===== src/rtl/hc4_prog_loader_pkg.sv =====
// ============================================================================
// Module      : hc4_prog_loader_pkg
// Description : Shared widths, frame marker and state encodings for the HC4
//               serial program loader and its UART receiver.
// Revision    : 1.0 - initial release
// ============================================================================
`default_nettype none

package hc4_prog_loader_pkg;

    localparam int ROM_ADDR_W = 12;
    localparam int ROM_DATA_W = 8;
    localparam logic [7:0] SYNC_BYTE_DEF = 8'hA5;

    // Loader frame FSM
    typedef enum logic [2:0] {
        ST_IDLE  = 3'd0,
        ST_LEN_H = 3'd1,
        ST_LEN_L = 3'd2,
        ST_DATA  = 3'd3,
        ST_CHK   = 3'd4,
        ST_DONE  = 3'd5,
        ST_ERR   = 3'd6
    } ld_state_t;

    // UART receiver FSM
    typedef enum logic [1:0] {
        RX_IDLE  = 2'd0,
        RX_START = 2'd1,
        RX_DATA  = 2'd2,
        RX_STOP  = 2'd3
    } rx_state_t;

    // A frame is in progress from the length header up to the checksum byte
    function automatic logic is_busy(input ld_state_t s);
        return (s == ST_LEN_H) || (s == ST_LEN_L) || (s == ST_DATA) || (s == ST_CHK);
    endfunction

endpackage

`default_nettype wire


===== src/rtl/hc4_prog_loader_uart_rx.sv =====
// ============================================================================
// Module      : hc4_prog_loader_uart_rx
// Description : 8N1 UART receiver. Two-stage synchroniser, falling-edge start
//               detect, mid-bit sampling, one-cycle byte / framing strobes.
// Revision    : 1.0 - initial release
// ============================================================================
`default_nettype none

module hc4_prog_loader_uart_rx
    import hc4_prog_loader_pkg::*;
#(
    parameter int CLKS_PER_BIT = 16
) (
    input  logic       clk,
    input  logic       Reset,
    input  logic       rx,
    output logic [7:0] rx_data,
    output logic       rx_valid,
    output logic       rx_frame_err
);

    localparam int CNT_W = $clog2(CLKS_PER_BIT);
    // Start edge is seen one clock late through the edge detector, so the
    // half-bit point is reached MID counts after entering RX_START.
    localparam logic [CNT_W-1:0] MID  = CNT_W'(CLKS_PER_BIT / 2 - 2);
    localparam logic [CNT_W-1:0] LAST = CNT_W'(CLKS_PER_BIT - 1);

    rx_state_t        state;
    logic             rx_s1;
    logic             rx_s2;
    logic             rx_prev;
    logic [CNT_W-1:0] cnt;
    logic [2:0]       bit_idx;
    logic [7:0]       shift;

    // Synchronise rx and keep its previous value for falling-edge detection
    always_ff @(posedge clk) begin
        if (Reset) begin
            rx_s1   <= 1'b1;
            rx_s2   <= 1'b1;
            rx_prev <= 1'b1;
        end else begin
            rx_s1   <= rx;
            rx_s2   <= rx_s1;
            rx_prev <= rx_s2;
        end
    end

    // Bit-timing state machine producing registered byte and error strobes
    always_ff @(posedge clk) begin
        if (Reset) begin
            state        <= RX_IDLE;
            cnt          <= '0;
            bit_idx      <= '0;
            shift        <= '0;
            rx_data      <= '0;
            rx_valid     <= 1'b0;
            rx_frame_err <= 1'b0;
        end else begin
            rx_valid     <= 1'b0;
            rx_frame_err <= 1'b0;
            case (state)
                RX_IDLE: begin
                    cnt <= '0;
                    if (rx_prev && !rx_s2) state <= RX_START;
                end
                RX_START: begin
                    if (cnt == MID) begin
                        cnt     <= '0;
                        bit_idx <= '0;
                        // A line already high again at mid-bit was only a glitch
                        state   <= rx_s2 ? RX_IDLE : RX_DATA;
                    end else begin
                        cnt <= cnt + 1'b1;
                    end
                end
                RX_DATA: begin
                    if (cnt == LAST) begin
                        cnt     <= '0;
                        shift   <= {rx_s2, shift[7:1]};
                        bit_idx <= bit_idx + 1'b1;
                        if (bit_idx == 3'd7) state <= RX_STOP;
                    end else begin
                        cnt <= cnt + 1'b1;
                    end
                end
                RX_STOP: begin
                    if (cnt == LAST) begin
                        cnt   <= '0;
                        state <= RX_IDLE;
                        if (rx_s2) begin
                            rx_data  <= shift;
                            rx_valid <= 1'b1;
                        end else begin
                            rx_frame_err <= 1'b1;
                        end
                    end else begin
                        cnt <= cnt + 1'b1;
                    end
                end
                default: state <= RX_IDLE;
            endcase
        end
    end

endmodule

`default_nettype wire


===== src/rtl/hc4_prog_loader.sv =====
// ============================================================================
// Module      : hc4_prog_loader
// Description : Serial program loader. Receives SYNC/LEN_H/LEN_L/payload/CHK
//               frames over UART, writes payload into the instruction ROM and
//               holds the core in reset while a load is in progress.
// Revision    : 1.0 - initial release
// ============================================================================
`default_nettype none

module hc4_prog_loader
    import hc4_prog_loader_pkg::*;
#(
    parameter int         CLKS_PER_BIT = 16,
    parameter int         TIMEOUT_CLKS = 40960,
    parameter logic [7:0] SYNC_BYTE    = SYNC_BYTE_DEF
) (
    input  logic                  clk,
    input  logic                  Reset,
    input  logic                  rx,
    output logic                  rom_we,
    output logic [ROM_ADDR_W-1:0] rom_addr,
    output logic [ROM_DATA_W-1:0] rom_wdata,
    output logic                  cpu_nReset,
    output logic                  busy,
    output logic                  done,
    output logic                  error
);

    localparam int TO_W = $clog2(TIMEOUT_CLKS + 1);

    logic [7:0]            rx_data;
    logic                  rx_valid;
    logic                  rx_frame_err;
    ld_state_t             state;
    logic [ROM_ADDR_W-1:0] len;       // payload length minus one
    logic [ROM_ADDR_W-1:0] addr_cnt;
    logic [7:0]            chk_sum;
    logic [TO_W-1:0]       to_cnt;
    logic                  rst_d;     // high in the first cycle after Reset
    logic                  abort;

    hc4_prog_loader_uart_rx #(
        .CLKS_PER_BIT (CLKS_PER_BIT)
    ) u_uart_rx (
        .clk          (clk),
        .Reset        (Reset),
        .rx           (rx),
        .rx_data      (rx_data),
        .rx_valid     (rx_valid),
        .rx_frame_err (rx_frame_err)
    );

    assign busy  = is_busy(state);
    assign done  = (state == ST_DONE);
    assign abort = busy && (rx_frame_err || (to_cnt >= TO_W'(TIMEOUT_CLKS)));

    // Frame FSM with address counter, checksum, inter-byte timeout and core reset control
    always_ff @(posedge clk) begin
        if (Reset) begin
            state      <= ST_IDLE;
            len        <= '0;
            addr_cnt   <= '0;
            chk_sum    <= '0;
            to_cnt     <= '0;
            rom_we     <= 1'b0;
            rom_addr   <= '0;
            rom_wdata  <= '0;
            cpu_nReset <= 1'b0;
            error      <= 1'b0;
            rst_d      <= 1'b1;
        end else begin
            rom_we <= 1'b0;
            rst_d  <= 1'b0;
            if (rst_d) cpu_nReset <= 1'b1;

            if (busy && !rx_valid) to_cnt <= to_cnt + 1'b1;
            else                   to_cnt <= '0;

            if (abort) begin
                state <= ST_ERR;
                error <= 1'b1;
            end else begin
                case (state)
                    ST_IDLE: begin
                        if (rx_valid && rx_data == SYNC_BYTE) begin
                            state      <= ST_LEN_H;
                            chk_sum    <= '0;
                            error      <= 1'b0;
                            cpu_nReset <= 1'b0;
                        end
                    end
                    ST_LEN_H: begin
                        if (rx_valid) begin
                            if (rx_data[7:4] != 4'h0) begin
                                state <= ST_ERR;
                                error <= 1'b1;
                            end else begin
                                len[11:8] <= rx_data[3:0];
                                state     <= ST_LEN_L;
                            end
                        end
                    end
                    ST_LEN_L: begin
                        if (rx_valid) begin
                            len[7:0] <= rx_data;
                            addr_cnt <= '0;
                            state    <= ST_DATA;
                        end
                    end
                    ST_DATA: begin
                        if (rx_valid) begin
                            rom_we    <= 1'b1;
                            rom_addr  <= addr_cnt;
                            rom_wdata <= rx_data;
                            chk_sum   <= chk_sum + rx_data;
                            // Last byte stops the counter so a full 4096-byte load never wraps
                            if (addr_cnt == len) state <= ST_CHK;
                            else                 addr_cnt <= addr_cnt + 1'b1;
                        end
                    end
                    ST_CHK: begin
                        if (rx_valid) begin
                            if (8'(chk_sum + rx_data) == 8'h00) begin
                                state <= ST_DONE;
                            end else begin
                                state <= ST_ERR;
                                error <= 1'b1;
                            end
                        end
                    end
                    ST_DONE: begin
                        cpu_nReset <= 1'b1;
                        state      <= ST_IDLE;
                    end
                    ST_ERR:  state <= ST_IDLE;
                    default: state <= ST_IDLE;
                endcase
            end
        end
    end

endmodule

`default_nettype wire

===== config.mk =====
export PLATFORM = sky130hd
export DESIGN_NAME = hc4_prog_loader
export DESIGN_NICKNAME = d
export VERILOG_FILES = /design/src/rtl/hc4_prog_loader_pkg.sv /design/src/rtl/hc4_prog_loader_uart_rx.sv /design/src/rtl/hc4_prog_loader.sv
export SDC_FILE = /design/constraint.sdc
export NUM_CORES = 1
export LEC_CHECK = 0
export CAP_MARGIN = 20
export CORE_MARGIN = 2
export CORE_UTILIZATION = 34
export DETAILED_ROUTE_END_ITERATION = 6
export MAX_ROUTING_LAYER = met4
export PLACE_DENSITY = 0.49
export SYNTH_ARGS = -nofsm -noshare
export SYNTH_HDL_FRONTEND = slang
export SYNTH_SLANG_ARGS = --single-unit

===== constraint.sdc =====
create_clock -name clk -period 7.25 [get_ports clk]
set_input_delay 1.0875 -clock clk [delete_from_list [all_inputs] [get_ports clk]]
set_output_delay 1.0875 -clock clk [all_outputs]
set_load 0.05 [all_outputs]

Word-level counts from Yosys, hierarchy flattened
Index checks and enable logic that the tools add are counted.

Flip-flop bits (word level): 105. Bits in latches: 0. Memory bits (writable): 0. Memory bits (read-only): 0. Output and inout port bits: 25. Memories kept: 0.

Add/subtract/negate cells: 5. Multiply operators: 0. Div/mod/pow operators: 0. $lt $le $gt $ge: 1. Equal/unequal tests: 33. Shift-type cells: 0. Multiplexer cells: 45. Bitwise logic cells: 6. Reductions and logical operators: 35.

Operators by type and width (number): 2-to-1 mux 12 bit (3); 2-to-1 mux 3 bit (10); one-hot mux 12 bit (2 select lines) (1); != test 2 x 1 -> 1 bit, second input constant (10); != test 3 x 2 -> 1 bit, second input constant (6); AND reduction 6 bit (3); adder 16 x 1 -> 16 bit, second input constant (1); >= comparator 16 bit, second input constant (1); 2-to-1 mux 8 bit (2); one-hot mux 8 bit (2 select lines) (1); one-hot mux 3 bit (5 select lines) (1); 2-to-1 mux 2 bit (7); 2-to-1 mux 1 bit (13); adder 12 x 1 -> 12 bit, second input constant (1); == test 12 bit (1); one-hot mux 4 bit (3 select lines) (1); AND reduction 3 bit (4); AND reduction 5 bit (2); == test 3 bit, second input constant (3); adder 8 bit (1); == test 8 bit, second input constant (1); logical NOT 8 bit (1); 2-to-1 mux 4 bit (2); one-hot mux 2 bit (4 select lines) (1); other kinds (25) (48).

Depth between registers and ports, before layout
Depth in word-level cells: 7. Depth in mapped cells: 8.

Hierarchy
A second synthesis with hierarchy kept.

Cells, all modules: 582. Area total of the unflattened synthesis: 4837.1 um^2.

By module, submodules not included: hc4_prog_loader (instances 1, cells each 445, area each 3590.9 um^2); hc4_prog_loader_uart_rx (instances 1, cells each 137, area each 1246.2 um^2).

Worst setup path after synthesis
No wires, ideal clock.

Kind: register to output. Start: register state[0]. End: output done. Arrival time: 1367 ps. Data required time: 6162 ps. Path slack: 4795 ps. Cell stages (with the launch flop): 4. Path buffers: 1. Cell sequence: dfxtp_1 -> clkbuf_1 -> nand2b_1 -> nor2_1.

Longest elaborated chain between the ends: 1.

RTL lines: from (decl) (line hc4_prog_loader.sv:34) `ld_state_t state;`; from (signal assigned) (line hc4_prog_loader.sv:60) `state <= ST_IDLE;`; from (signal assigned) (line hc4_prog_loader.sv:80) `state <= ST_ERR;`; from (signal assigned) (line hc4_prog_loader.sv:86) `state <= ST_LEN_H;`; == test 3 bit (line hc4_prog_loader.sv:54) `assign done = (state == ST_DONE);`; to (decl) (line hc4_prog_loader.sv:25) `output logic done,`.

No other way between the ends.

Worst setup path in the final report
Start: register state[0]. End: output busy.

Longest elaborated chain between the ends: 4. Elaborated cells between the ends (all ways): 7. Those cells by class: eq/ne: 4; reduce/logical: 3.

RTL lines: == test 3 x 1 -> 1 bit or == test 3 x 2 -> 1 bit (tied branches) (line hc4_prog_loader_pkg.sv:36) `return (s == ST_LEN_H) || (s == ST_LEN_L) || (s == ST_DATA) || (s == ST_CHK);`; logical OR 1 bit (2 in series) (line hc4_prog_loader_pkg.sv:36); logical OR 1 bit (*) (line hc4_prog_loader_pkg.sv:36); to (decl) (line hc4_prog_loader.sv:24) `output logic busy,`.

Every way passes the cells marked *; elsewhere a longest branch is shown, timed or not.

==> results summary <==
The die span in x is around 120 um. The die footprint came out at 15200 um2. The number of setup buffers added after CTS is 0. The number of antenna diodes came out at 0.

For this design the total switching power over the nets is between 0.2 and 0.3 mW. Summed over all cells, the static leakage comes to around 2.1 nW. The net count after synthesis came out at slightly below 600.

The worst register-to-register path has a setup slack of 4.57 ns. The number of cell instances on the worst register-to-register path came out at 8. The post-synthesis async set-or-reset flop share came out at 0%. The required arrival time at the worst endpoint came out at 6.16 ns. The final clock period utilization by the worst path is about half. The most critical setup path has its endpoint at busy.

The initial antenna violation count is 0. The final count of negative-setup-slack endpoints came out at 0. The power density normalized to cell area is just over 200 nW/um2. The weighted congestion reported at the end of routability-driven placement is approximately 0.8. The maximum VDD drop came out at between 0.0001 and 0.00015 V. The DRC violation total after the first TritonRoute iteration is ~170. The hold buffer count at CTS is 0. On the final layout, the worst clock skew is 0.00684 ns.

In this run the tightest slew margin relative to its limit is a little under 30%. The slew at the pin closest to its max-slew limit came out at 1.06 ns. Setup repair after global routing left no endpoint under its margin. The y dimension of the die came out at approximately 120 um. In the final routed layout, each cell accounts on average for roughly 14 um. The largest net degree at the start of global routing is slightly below 80. The number of iterations in the first detailed-routing pass came out at 4. The final count of pins violating max slew came out at 0. The H-tree generated during clock tree synthesis spans 3 levels. The flow ran to the end, and the final reports show no timing, DRC or antenna violations.

The fraction of power spent switching nets came out at between 20% and 30%. After synthesis, flip-flops and latches occupy a little over two fifths of the total area. After clock tree synthesis, the clock-pin slew on the worst setup and hold paths is about 0.070 ns.

The combined area of all synthesized cells came out at slightly below 5000 um2. The gate count after technology mapping came out at 556. The maximum number of buffers from clock root to sink is 2.

The number of storage elements in the synthesis netlist is around 110. Once layout is complete, the utilization of the core stands at about two fifths. The internal power is around 0.84 mW. The layout cell share with drive strength beyond 1 is 6.27%.

The clock insertion delay at the later pin of the skew report is about 0.36 ns. The number of gates given a new drive strength after cts is 0. The setup TNS after final layout came out at 0 ns.

The top-level port count is 28. The startpoint identified for the worst register-to-register timing path is u_uart_rx.rx_data[0]. The initial core utilization is 34.7%. Counting I/O delays and the setup requirement, the final critical path takes 3.52 ns. The vias per cell is approximately 5.0.

The final net count came out at 591. Summed over all nets, the half-perimeter wirelength after detailed placement is ~7200 um. The area growth from synthesis to layout is 13.9%. The maximum achievable frequency is 284 MHz.

Combinational logic is responsible for about 4.4% of the overall power. The share of total power dissipated in the clock network is 43.4%. Each instance of the synthesized netlist takes up on average 8.68 um2.

The number of vias in the routed layout is ~3800. The arrival time at the worst endpoint came out at between 2 and 2.5 ns. In this run, flip-flops and latches consume between 50% and 60% of the power. The total of buffers placed on input and output ports is 27. The number of clock buffers inserted by TritonCTS is 9. TritonCTS built the clock tree.

The path class of the tightest hold or removal check is reg2reg. dfxtp_1 takes more of the synthesized area than any other cell. The critical path is of the reg2out type. Of all nets on the critical path, the largest fanout is 17.

Among all flip-flop cells after synthesis, the most frequent one is dfxtp_1. The number of clock sinks seen by CTS is between 100 and 150. During synthesis, Yosys emitted a total of 0 warnings. The worst setup path is captured at an output port. The number of enable-type register cells in the synthesized netlist is 0.

The critical path starts at state[0]. The number of endpoints with negative hold slack in the final report is 0. The max capacitance violation total came out at 0. CTS placed an instance of clkbuf_16 at the clock tree root. The first-pass GRT wire length came out at 17800 um. Global routing finished with a remaining overflow of 0. The post-detailed-route count of antenna-violating nets came out at 0.

The area share of the leading cell type in the synthesized netlist is between 40% and 50%. The wire length after detailed routing came out at 10800 um. The count of standard-cell rows is between 40 and 50. In this run the standard cell core region covers 13900 um2.

The residual DRC count came out at 0. The aggregate global-route resource usage is roughly 16%. The startpoint type of the worst setup path is a register. After synthesis, the cell types taking the most area are dfxtp_1 (44%), nor2_1 (6.6%), xor2_1 (6.5%). The tightest hold margin is ~0.41 ns.

The endpoint identified for the worst register-to-register timing path is error. The number of global-route vias before repair was ~3500. The distinct cell type count of the synthesized netlist is roughly 60.
kinds of logic after synthesis:
family / count (synthesis) / synth area share [%]
buf+inv: 37 / 3.45
mux: 21 / 4.36
fa+ha+maj: 19 / 5.08
flops: 105 / 43.6
simple gates: 242 / 23.8
xor+xnor: 42 / 7.63
compound gates: 90 / 12.1
worst min-delay path by stage:
stage	startpoint	endpoint	slack, ns	cells after the start
after global routing	u_uart_rx.rx_s1	u_uart_rx.rx_s2	0.43	1
after floorplan	u_uart_rx.rx_s1	u_uart_rx.rx_s2	0.39	1
after global placement	u_uart_rx.rx_s1	u_uart_rx.rx_s2	0.40	1
after CTS	u_uart_rx.rx_s1	u_uart_rx.rx_s2	0.42	1
after detailed placement	u_uart_rx.rx_s1	u_uart_rx.rx_s2	0.40	1
final	u_uart_rx.rx_s1	u_uart_rx.rx_s2	0.41	1
cell usage in the layout (no fill, tap or decap), drive strengths merged, types with 6 or more instances in the layout:
cell type / netlist / routed
mux2i: 21 / 21
clkdlybuf4s50: 0 / 26
o21ai: 14 / 14
xor2: 36 / 36
inv: 11 / 14
a22oi: 9 / 9
a21oi: 38 / 38
ha: 18 / 18
nand4: 12 / 12
nand3: 12 / 12
dfxtp: 105 / 105
xnor2: 6 / 6
and3: 8 / 8
clkbuf: 19 / 9
nor2: 87 / 87
nand2: 78 / 78
nor3: 7 / 7
cells in the mapped netlist (2+ instances only):
master     number
dfxtp_1       105
nor2_1         85
nand2_1        78
a21oi_1        37
xor2_1         36
mux2i_1        21
clkbuf_1       18
ha_1           18
nand3_1        12
nand4_1        12
o21ai_0        12
inv_1          11
a22oi_1         9
and3_1          8
nor3_1          6
xnor2_1         6
a211oi_1        5
buf_2           5
nand2b_1        5
and2_1          4
and4_1          4
nor4_1          4
or2_2           4
nor2b_1         3
o21a_1          3
or3_1           3
a2111oi_2       2
a21o_1          2
a2bb2oi_1       2
nand3b_1        2
nand4b_1        2
o21bai_1        2
o22ai_1         2
stage by stage:
step / instances / worst slack, ns / total power, mW / instance area [um2]
after global placement: 738 / 4.14 / 0.650 / 5200
after detailed placement: 738 / 4.10 / 0.650 / 5200
after global routing: 754 / 3.57 / 1.17 / 5490
after CTS: 754 / 3.70 / 1.14 / 5490
after floorplan: 556 / 4.80 / 0.638 / 4820
final: 754 / 3.73 / 1.13 / 5490
flip-flops by register name (all words and copies together) (netlist names), 3 cells and up, named ones only:
name and cells:
addr_cnt 12, chk_sum 8, len 12, rom_addr 12, rom_wdata 8, state 3, to_cnt 16, u_uart_rx.bit_idx 3
u_uart_rx.cnt 4, u_uart_rx.rx_data 8, u_uart_rx.shift 8
worst max-delay path: stages, from the launching register on:
cell	delay (ns)
dfxtp_1	0.71
nor2_1	0.24
xnor2_1	0.22
inv_1	0.11
clkdlybuf4s50_1	0.80
per-layer routing:
metal / vias to the layer above / wire length, um / global-route usage (%)
met5: - / 0 / -
met4: 0 / 152 / 4.62
met3: 12 / 355 / 4.24
met2: 54 / 5250 / 25.6
met1: 1777 / 5000 / 18.8
li1: 1927 / - / -
final cells by class:
| class | count | area, um2 |
|---|---|---|
| Multi-Input combinational cell | 414 | 2550 |
| Tap cell | 180 | 225 |
| Inverter | 11 | 41.3 |
| Fill cell | 1405 | 8390 |
| Timing Repair Buffer | 28 | 273 |
| Clock inverter | 7 | 72.6 |
| Sequential cell | 105 | 2100 |
| Clock buffer | 9 | 225 |
power groups by stage:
stage | logic, mW | registers (mW) | clock network, mW
final | 0.0498 | 0.587 | 0.489
after detailed placement | 0.0500 | 0.600 | 0
after global routing | 0.0552 | 0.588 | 0.531
after floorplan | 0.0367 | 0.602 | 0
after CTS | 0.0502 | 0.587 | 0.507
after global placement | 0.0497 | 0.600 | 0
Note: power is estimated with default switching activity, not from simulation.
